$ cat src/rtl/hbridge_burst_gen.sv
// Burst generator for NUM_CH H-bridges: dead-time separated bipolar square-wave cycles plus TX/RX
// switch control. Optional low-side ring-down brake is enabled by defining HB_DAMP_EN.
module hbridge_burst_gen #(
    parameter int unsigned NUM_CH      = 2,
    parameter int unsigned PERIOD_W    = 16,
    parameter int unsigned CYC_W       = 8,
    parameter int unsigned DEAD_CYCLES = 2,
    parameter int unsigned DAMP_CYCLES = 32
) (
    input  logic                clk,
    input  logic                rst,
    input  logic                start,
    input  logic                abort,
    input  logic [PERIOD_W-1:0] half_period,
    input  logic [CYC_W-1:0]    num_cycles,
    input  logic [NUM_CH-1:0]   ch_mask,
    output logic [NUM_CH-1:0]   hlh,
    output logic [NUM_CH-1:0]   hll,
    output logic [NUM_CH-1:0]   hrh,
    output logic [NUM_CH-1:0]   hrl,
    output logic                txrx,
    output logic                busy,
    output logic                done,
    output logic                aborted
);

    localparam int unsigned TW = (PERIOD_W > 16) ? PERIOD_W : 16;
    localparam logic [TW-1:0] DEAD_LOAD = TW'(DEAD_CYCLES - 1);
    localparam logic [TW-1:0] DAMP_LOAD = TW'(DAMP_CYCLES - 1);

    typedef enum logic [2:0] {
        StIdle, StDead, StPhaseA, StPhaseB, StDamp, StDone
    } state_e;

    state_e              state_q, state_d;
    logic [TW-1:0]       timer_q, timer_d;
    logic [CYC_W-1:0]    cyc_q, cyc_d;
    logic [PERIOD_W-1:0] hp_q, hp_d;
    logic [NUM_CH-1:0]   mask_q, mask_d;
    logic                from_a_q, from_a_d;
    logic                abort_q, abort_d;
    logic                in_burst_d;

    always_ff @(posedge clk or posedge rst) begin
        if (rst) begin
            state_q  <= StIdle;
            timer_q  <= '0;
            cyc_q    <= '0;
            hp_q     <= '0;
            mask_q   <= '0;
            from_a_q <= 1'b0;
            abort_q  <= 1'b0;
        end else begin
            state_q  <= state_d;
            timer_q  <= timer_d;
            cyc_q    <= cyc_d;
            hp_q     <= hp_d;
            mask_q   <= mask_d;
            from_a_q <= from_a_d;
            abort_q  <= abort_d;
        end
    end

    always_comb begin
        state_d  = state_q;
        timer_d  = timer_q;
        cyc_d    = cyc_q;
        hp_d     = hp_q;
        mask_d   = mask_q;
        from_a_d = from_a_q;
        abort_d  = abort_q;
        unique case (state_q)
            StIdle: begin
                if (start && !abort) begin
                    hp_d     = (half_period == '0) ? PERIOD_W'(1) : half_period;
                    cyc_d    = num_cycles;
                    mask_d   = ch_mask;
                    abort_d  = 1'b0;
                    from_a_d = 1'b0;
                    timer_d  = DEAD_LOAD;
                    state_d  = (num_cycles == '0) ? StDone : StDead;
                end
            end
            StDead: begin
                if (timer_q != '0) begin
                    timer_d = timer_q - TW'(1);
                end else if (from_a_q) begin
                    state_d = StPhaseB;
                    timer_d = TW'(hp_q) - TW'(1);
                end else if (cyc_q != '0) begin
                    state_d = StPhaseA;
                    timer_d = TW'(hp_q) - TW'(1);
                end else begin
                    // Trailing dead time finished: brake if built in, else finish.
                    timer_d = DAMP_LOAD;
`ifdef HB_DAMP_EN
                    state_d = StDamp;
`else
                    state_d = StDone;
`endif
                end
            end
            StPhaseA: begin
                if (timer_q != '0) begin
                    timer_d = timer_q - TW'(1);
                end else begin
                    state_d  = StDead;
                    from_a_d = 1'b1;
                    timer_d  = DEAD_LOAD;
                end
            end
            StPhaseB: begin
                if (timer_q != '0) begin
                    timer_d = timer_q - TW'(1);
                end else begin
                    state_d  = StDead;
                    from_a_d = 1'b0;
                    cyc_d    = cyc_q - CYC_W'(1);
                    timer_d  = DEAD_LOAD;
                end
            end
            StDamp: begin
                if (timer_q != '0) timer_d = timer_q - TW'(1);
                else               state_d = StDone;
            end
            StDone: state_d = StIdle;
            default: state_d = StIdle;
        endcase
        // Gates go off immediately on abort; no dead time needed to turn everything off.
        if (abort && (state_q inside {StDead, StPhaseA, StPhaseB, StDamp})) begin
            state_d = StDone;
            abort_d = 1'b1;
        end
    end

    assign in_burst_d = state_d inside {StDead, StPhaseA, StPhaseB, StDamp};

    always_ff @(posedge clk or posedge rst) begin
        if (rst) begin
            hlh     <= '0;
            hll     <= '0;
            hrh     <= '0;
            hrl     <= '0;
            txrx    <= 1'b0;
            busy    <= 1'b0;
            done    <= 1'b0;
            aborted <= 1'b0;
        end else begin
            hlh     <= (state_d == StPhaseA) ? mask_d : '0;
            hrl     <= (state_d inside {StPhaseA, StDamp}) ? mask_d : '0;
            hrh     <= (state_d == StPhaseB) ? mask_d : '0;
            hll     <= (state_d inside {StPhaseB, StDamp}) ? mask_d : '0;
            txrx    <= in_burst_d;
            busy    <= in_burst_d;
            done    <= (state_d == StDone);
            aborted <= (state_d == StDone) && abort_d;
        end
    end

endmodule

$ cat config.mk
export PLATFORM = sky130hd
export DESIGN_NAME = hbridge_burst_gen
export DESIGN_NICKNAME = d
export VERILOG_FILES = /design/src/rtl/hbridge_burst_gen.sv
export SDC_FILE = /design/constraint.sdc
export NUM_CORES = 1
export LEC_CHECK = 0
export BUFFER_PORTS_ARGS = -buffer_cell sky130_fd_sc_hd__buf_2
export CELL_PAD_IN_SITES_DETAIL_PLACEMENT = 0
export CELL_PAD_IN_SITES_GLOBAL_PLACEMENT = 2
export CORE_MARGIN = 2
export CORE_UTILIZATION = 39
export CTS_CLUSTER_DIAMETER = 120
export DETAILED_ROUTE_END_ITERATION = 7
export GPL_TIMING_DRIVEN = 0
export PLACE_DENSITY_LB_ADDON = 0.1
export RECOVER_POWER = 50
export SKIP_CTS_REPAIR_TIMING = 1
export SLEW_MARGIN = 20
export SYNTH_ARGS = -nofsm -noshare
export SYNTH_HDL_FRONTEND = slang
export SYNTH_SLANG_ARGS = --single-unit
$ cat constraint.sdc
create_clock -name clk -period 3.5 [get_ports clk]
set_input_delay 1.05 -clock clk [delete_from_list [all_inputs] [get_ports clk]]
set_output_delay 1.05 -clock clk [all_outputs]
set_load 0.02 [all_outputs]
==> Word level (Yosys, flattened, before mapping) <==
Cells that the tools add are included.
{ "classes": {"eq_ne": 13, "mux": 33, "addsub": 3, "n_reduce_logical": 21} }
{ "op_table": {"columns": ["cell", "n"], "rows": [
  ["$mux 16", 7],
  ["$pmux 16 s4", 1],
  ["$sub 16x1->16 const B", 2],
  ["$mux 3", 8],
  ["$logic_not 16->1", 1],
  ["$mux 8", 2],
  ["$pmux 8 s2", 1],
  ["$reduce_bool 16->1", 1],
  ["$eq 3x2->1 const B", 4],
  ["$mux 2", 6],
  ["$pmux 3 s4", 1],
  ["$reduce_bool 4->1", 3],
  ["$eq 3x3->1 const B", 3],
  ["$logic_not 8->1", 1],
  ["$ne 2x2->1 const B", 4],
  ["$reduce_bool 8->1", 1],
  ["$sub 8x1->8 const B", 1],
  ["$eq 3x1->1 const B", 2],
  ["$mux 1", 6],
  ["$reduce_and 3->1", 2],
  ["$reduce_bool 2->1", 3],
  ["$reduce_and 4->1", 1],
  ["$logic_and 1x1->1", 3],
  ["$logic_not 3->1", 1],
  ["other kinds (5)", 5]
]} }
{ "word_totals": {"reg_bits": 58, "out_inout_bits": 12, "inputBits": 30, "word_cells": 84} }

==> Depth between registers and ports, before layout <==
{ "logic_depth": {"word_depth": 9, "mapped_depth": 10, "depth_no_buf": 9} }

==> Worst setup path after synthesis <==
No wires, ideal clock.
{ "synth_path": {"kind": "input to register", "from": "in abort", "to": "reg hp_q[15]", "t_arrival_ps": 2434, "path_stages": 6, "t_required_ps": 3375, "setup_ps": 125, "path_slack_ps": 941, "path_buffers": 3, "cell_sequence": "clkbuf_1 -> nor2b_1 -> nand2_1 -> clkbuf_1 -> buf_2 -> mux2_2"} }
{ "synth_via": {"elab_chain_len": 3} }
{ "synth_rtl": {"columns": ["item", "line_no", "text"], "rows": [
  ["start: declaration", "13", "input logic abort,"],
  ["$logic_not 1->1", "74", "if (start && !abort) begin"],
  ["$logic_and 1x1->1", "74", null],
  ["$reduce_and 2->1 (no source line)", null, null],
  ["end signal: assignment", "57", "hp_q <= hp_d;"],
  ["end: declaration", "38", "logic [PERIOD_W-1:0] hp_q, hp_d;"]
]} }
Every way passes these cells.
A chain may end at the register's enable or synchronous reset.

==> Worst setup path after layout <==
{ "layout_path": {"from": "reg timer_q[3]", "to": "reg timer_q[2]"} }
{ "layout_via": {"elab_chain_len": 3, "elab_cells_between_ends": 6, "classes_between": "eq/ne (1); mux (3); reduce/logical (2)"} }
{ "layout_rtl": {"columns": ["item", "line_no", "text"], "rows": [
  ["start: declaration", "36", "logic [TW-1:0] timer_q, timer_d;"],
  ["start signal: assignment", "55", "timer_q <= timer_d;"],
  ["$reduce_bool 16->1 (*)", null, null],
  ["$mux 16, or another cell as far along", "104, 113", null],
  ["$pmux 16 s4 / $reduce_and 3->1 (equally long branches)", null, null]
]} }
Every way passes the cells marked *; elsewhere a longest branch is shown, timed or not.

==> flow_metrics.py <==
metrics = {
    "synthesis": {
        "postSynthNetCount": 399,
        "ys_seq_area_share_pct": 43.3,
        "synthXorXnorAreaFrac_pct": 3.92,
        "postSynthCellCount": 365,
        "synth.avg_cell_area_um2": 9.19,
        "synth_enable_flop_cells": 0,
        "ys_ff_latch": 58,
        "synth_top_family_by_area": "simple AND/OR/NAND/NOR gates",
        "synth.area.mux_share_pct": 5.93,
        "ys.flop_type": "dfrtp_1",
        "synth_area_in_simple_gates_pct": 22.5,
        "synth_cell_type_count": 60,
        "synthesis.area_mm2": 0.00335,
        "synth_compound_area_share_pct": 19.0,
        "synth.yosys.warnings": 0,
        "synth_adder_area_share_pct": 1.49,
        "async_reset_ff_share_pct": 100,
    },
    "pwr": {
        "pwr_density_cell_mw_per_mm2": 953,
        "portion_of_total_power_attributed_to_combinational_logic_pct": 52.8,
        "flop_pwr_share_pct": 32.1,
        "cellInternalPower_w": 0.00199,
        "swShare_pct": 46.2,
        "p_clk_share_pct": 15.2,
        "netSwitchingPower_w": 0.00171,
        "cellLeakagePower_nw": 1.65,
        "vdd.ir_drop.worst_v": 0.000404,
    },
    "floorplanning": {
        "die-area_mm2": 0.00936,
        "placeableCoreArea_mm2": 0.00826,
        "ios": 42,
        "number_of_rows_in_the_core_area": 33,
        "initial_core_util_pct": 40.6,
        "die_width_um": 96.7,
        "dieHeight_um": 96.7,
    },
    "detailed_routing": {
        "drtPass1Iterations": 4,
        "via_per_inst": 5.57,
        "routed_wl_um": 8580,
        "route.vias.total": 2937,
        "wire_per_inst_um": 16.3,
        "drtAntennaViolNets": 0,
        "route.detailed.drc": 0,
        "first_iter_violations": 167,
    },
    "critical_path": {
        "timing.critical_path.to_type": "register",
        "crit_path_cell_trace": "nor3_1 -> nand4b_4 -> nor2_1 -> o22ai_1 -> clkbuf_1 -> o211ai_1 -> o211a_1",
        "cpMaxStageDelayCell": "nor3_1",
        "start_kind": "register",
        "data_arrival_at_the_endpoint_of_the_critical_path_ps": 3090,
        "worst_ep_required_time_ps": 3780,
        "worst-path-max-fanout": 10,
        "critical_path.max_stage_delay_ps": 660,
        "path_class": "register to register",
    },
    "sta": {
        "timing.final.max_slew_violations": 0,
        "final.setup.worst_slack_ps": 687,
        "fmax_ghz": 0.355,
        "maxSlewHeadroom_pct": 9.39,
        "timing.setup.tns_ps": 0,
        "setup_violations": 0,
        "hold_viol": 0,
        "post-route-min-period_ps": 2810,
        "rsz0062_at_grt": "false",
        "worst_pin_slew_ps": 1350,
        "clock_skew_ps": 6.81,
        "timing.final.crit_share_pct": 80.4,
    },
    "clock_tree": {
        "clock_sink_count": 58,
        "clock_root_buffer": "clkbuf_8",
        "htreeDepth": 3,
        "clkTransAtPathRegs_ps": 70,
        "tritoncts": "yes",
        "clk_latency_worst_skew_pair_ps": 340,
        "numCtsBuffers": 9,
        "max-clock-path-buffers": 2,
    },
    "min_path": {
        "timing.hold.worst.class": "register to register",
    },
    "placement": {
        "numPortBuffers": 40,
        "dp_hpwl_um": 6330,
        "place_congestion": 0.842,
        "place_worst_setup_slack_ps": 520,
    },
    "grt": {
        "global_route_wire_length_before_repair_um": 14600,
        "initial_antenna_violation_count": 0,
        "grt_max_degree": 31,
        "grt_usage_pct": 19.1,
        "grt_pass1_vias": 2937,
        "gr-total-overflow": 0,
    },
    "cells_and_area": {
        "synthToLayoutAreaGrowth_pct": 15.6,
        "most-common-layout-cells": "dfrtp_1, nor2_1, buf_2",
        "final_layout_net_count": 451,
        "antenna-diode-count": 0,
        "layout.cells.most_common": "dfrtp_1",
        "fillCellCount": 854,
        "drive_gt1_share_pct": 19.4,
        "finalCoreUtilization_pct": 47.0,
    },
    "job": {
        "cap_viol_max_count": 0,
    },
    "run_status": {
        "outcome": "complete, no violations",
    },
}
[layer usage]
layer	vias to the layer above	wire, um	track usage (%)
met1	1417	4370	28.5
met3	3	391	3.97
li1	1449	-	-
met4	0	36	4.88
met2	68	3780	28.3
met5	-	0	0
[metrics by stage]
stage               cells  area (um2)  power, W  hold WS, ps
detailed placement    511        3710   0.00313          490
finish                527        3880   0.00369          523
floorplan             365        3350   0.00261          454
CTS                   527        3890   0.00370          512
global route          527        3880   0.00401          558
global placement      510        3690   0.00311          493
[power groups by stage]
stage	logic [W]	clock network [W]	registers, W
floorplan	0.00144	0	0.00117
global placement	0.00192	0	0.00119
detailed placement	0.00194	0	0.00120
CTS	0.00194	0.000577	0.00118
global route	0.00217	0.000609	0.00123
finish	0.00195	0.000560	0.00118
[state kept, by name, indices dropped and copies added, names as in the netlist]
| signal | flops |
|---|---|
| abort_q | 1 |
| hp_q | 16 |
| mask_q | 2 |
| state_q | 3 |
| hlh | 2 |
| hll | 2 |
| cyc_q | 8 |
| aborted | 1 |
| from_a_q | 1 |
| hrl | 2 |
| done | 1 |
| timer_q | 16 |
| hrh | 2 |
| busy | 1 |
[cells in the mapped netlist, drive strengths merged, types with 2 or more instances]
master | number | area [um2]
a32oi | 2 | 25.0
nand2 | 17 | 63.8
xor2 | 9 | 78.8
a21oi | 23 | 115
mux2i | 3 | 30.0
a22o | 8 | 70.1
nand4b | 3 | 41.3
or3 | 6 | 47.5
nand4 | 4 | 25.0
nand3b | 2 | 15.0
o22ai | 8 | 50.1
nor3b | 2 | 15.0
or4 | 7 | 52.6
nand3 | 8 | 40.0
xnor2 | 6 | 52.6
a31oi | 2 | 12.5
and2 | 4 | 25.0
dfrtp | 58 | 1450
o21bai | 2 | 15.0
o21ai | 36 | 184
nor3 | 14 | 70.1
mux2 | 15 | 169
ha | 4 | 50.1
clkbuf | 15 | 56.3
inv | 10 | 37.5
nand2b | 4 | 25.0
nor4b | 3 | 26.3
nor4 | 11 | 68.8
buf | 6 | 38.8
o211ai | 3 | 22.5
nor2 | 44 | 165
nor2b | 5 | 31.3
o22a | 2 | 17.5
[final timing paths]
| kind | start | endpoint | slack [ps] | depth (start not counted) |
|---|---|---|---|---|
| min in group asynchronous | rst | mask_q[0]$_DFF_PP0_ | 1000 | 2 |
| setup / recovery | timer_q[3]$_DFFE_PP0P_ | timer_q[2]$_DFFE_PP0P_ | 690 | 7 |
| max in group asynchronous | rst | timer_q[12]$_DFFE_PP0P_ | 1790 | 3 |
| setup reg to reg | timer_q[3]$_DFFE_PP0P_ | timer_q[2]$_DFFE_PP0P_ | 690 | 7 |
| hold reg to reg | timer_q[12]$_DFFE_PP0P_ | timer_q[12]$_DFFE_PP0P_ | 520 | 2 |
| hold / removal | timer_q[12]$_DFFE_PP0P_ | timer_q[12]$_DFFE_PP0P_ | 520 | 2 |
[cells by family after synthesis]
| logic type | after synthesis |
|---|---|
| adder cells (fa/ha/maj) | 4 |
| flip-flops | 58 |
| AO/OA/AOI/OAI | 100 |
| XOR/XNOR | 15 |
| AND/OR/NAND/NOR | 139 |
| multiplexers | 18 |
| buffers and inverters | 31 |
[critical path: cells and delay by family (launching register included)]
family,cells,cell delay [ps]
AND/OR/NAND/NOR,3,1410
AO/OA/AOI/OAI,3,650
flip-flops,1,400
buffers and inverters,1,290
[cell type report]
class / count / area (um2) / share of cell area (%)
multi-input combinational: 276 / 1770 / 45.6
sequential: 58 / 1450 / 37.4
timing repair buffer: 41 / 214 / 5.52
tap: 105 / 131 / 3.39
clock buffer: 9 / 124 / 3.19
buffer: 21 / 95.1 / 2.45
clock inverter: 7 / 53.8 / 1.39
inverter: 10 / 38.8 / 1.00
Note: power is estimated with default switching activity, not from simulation.
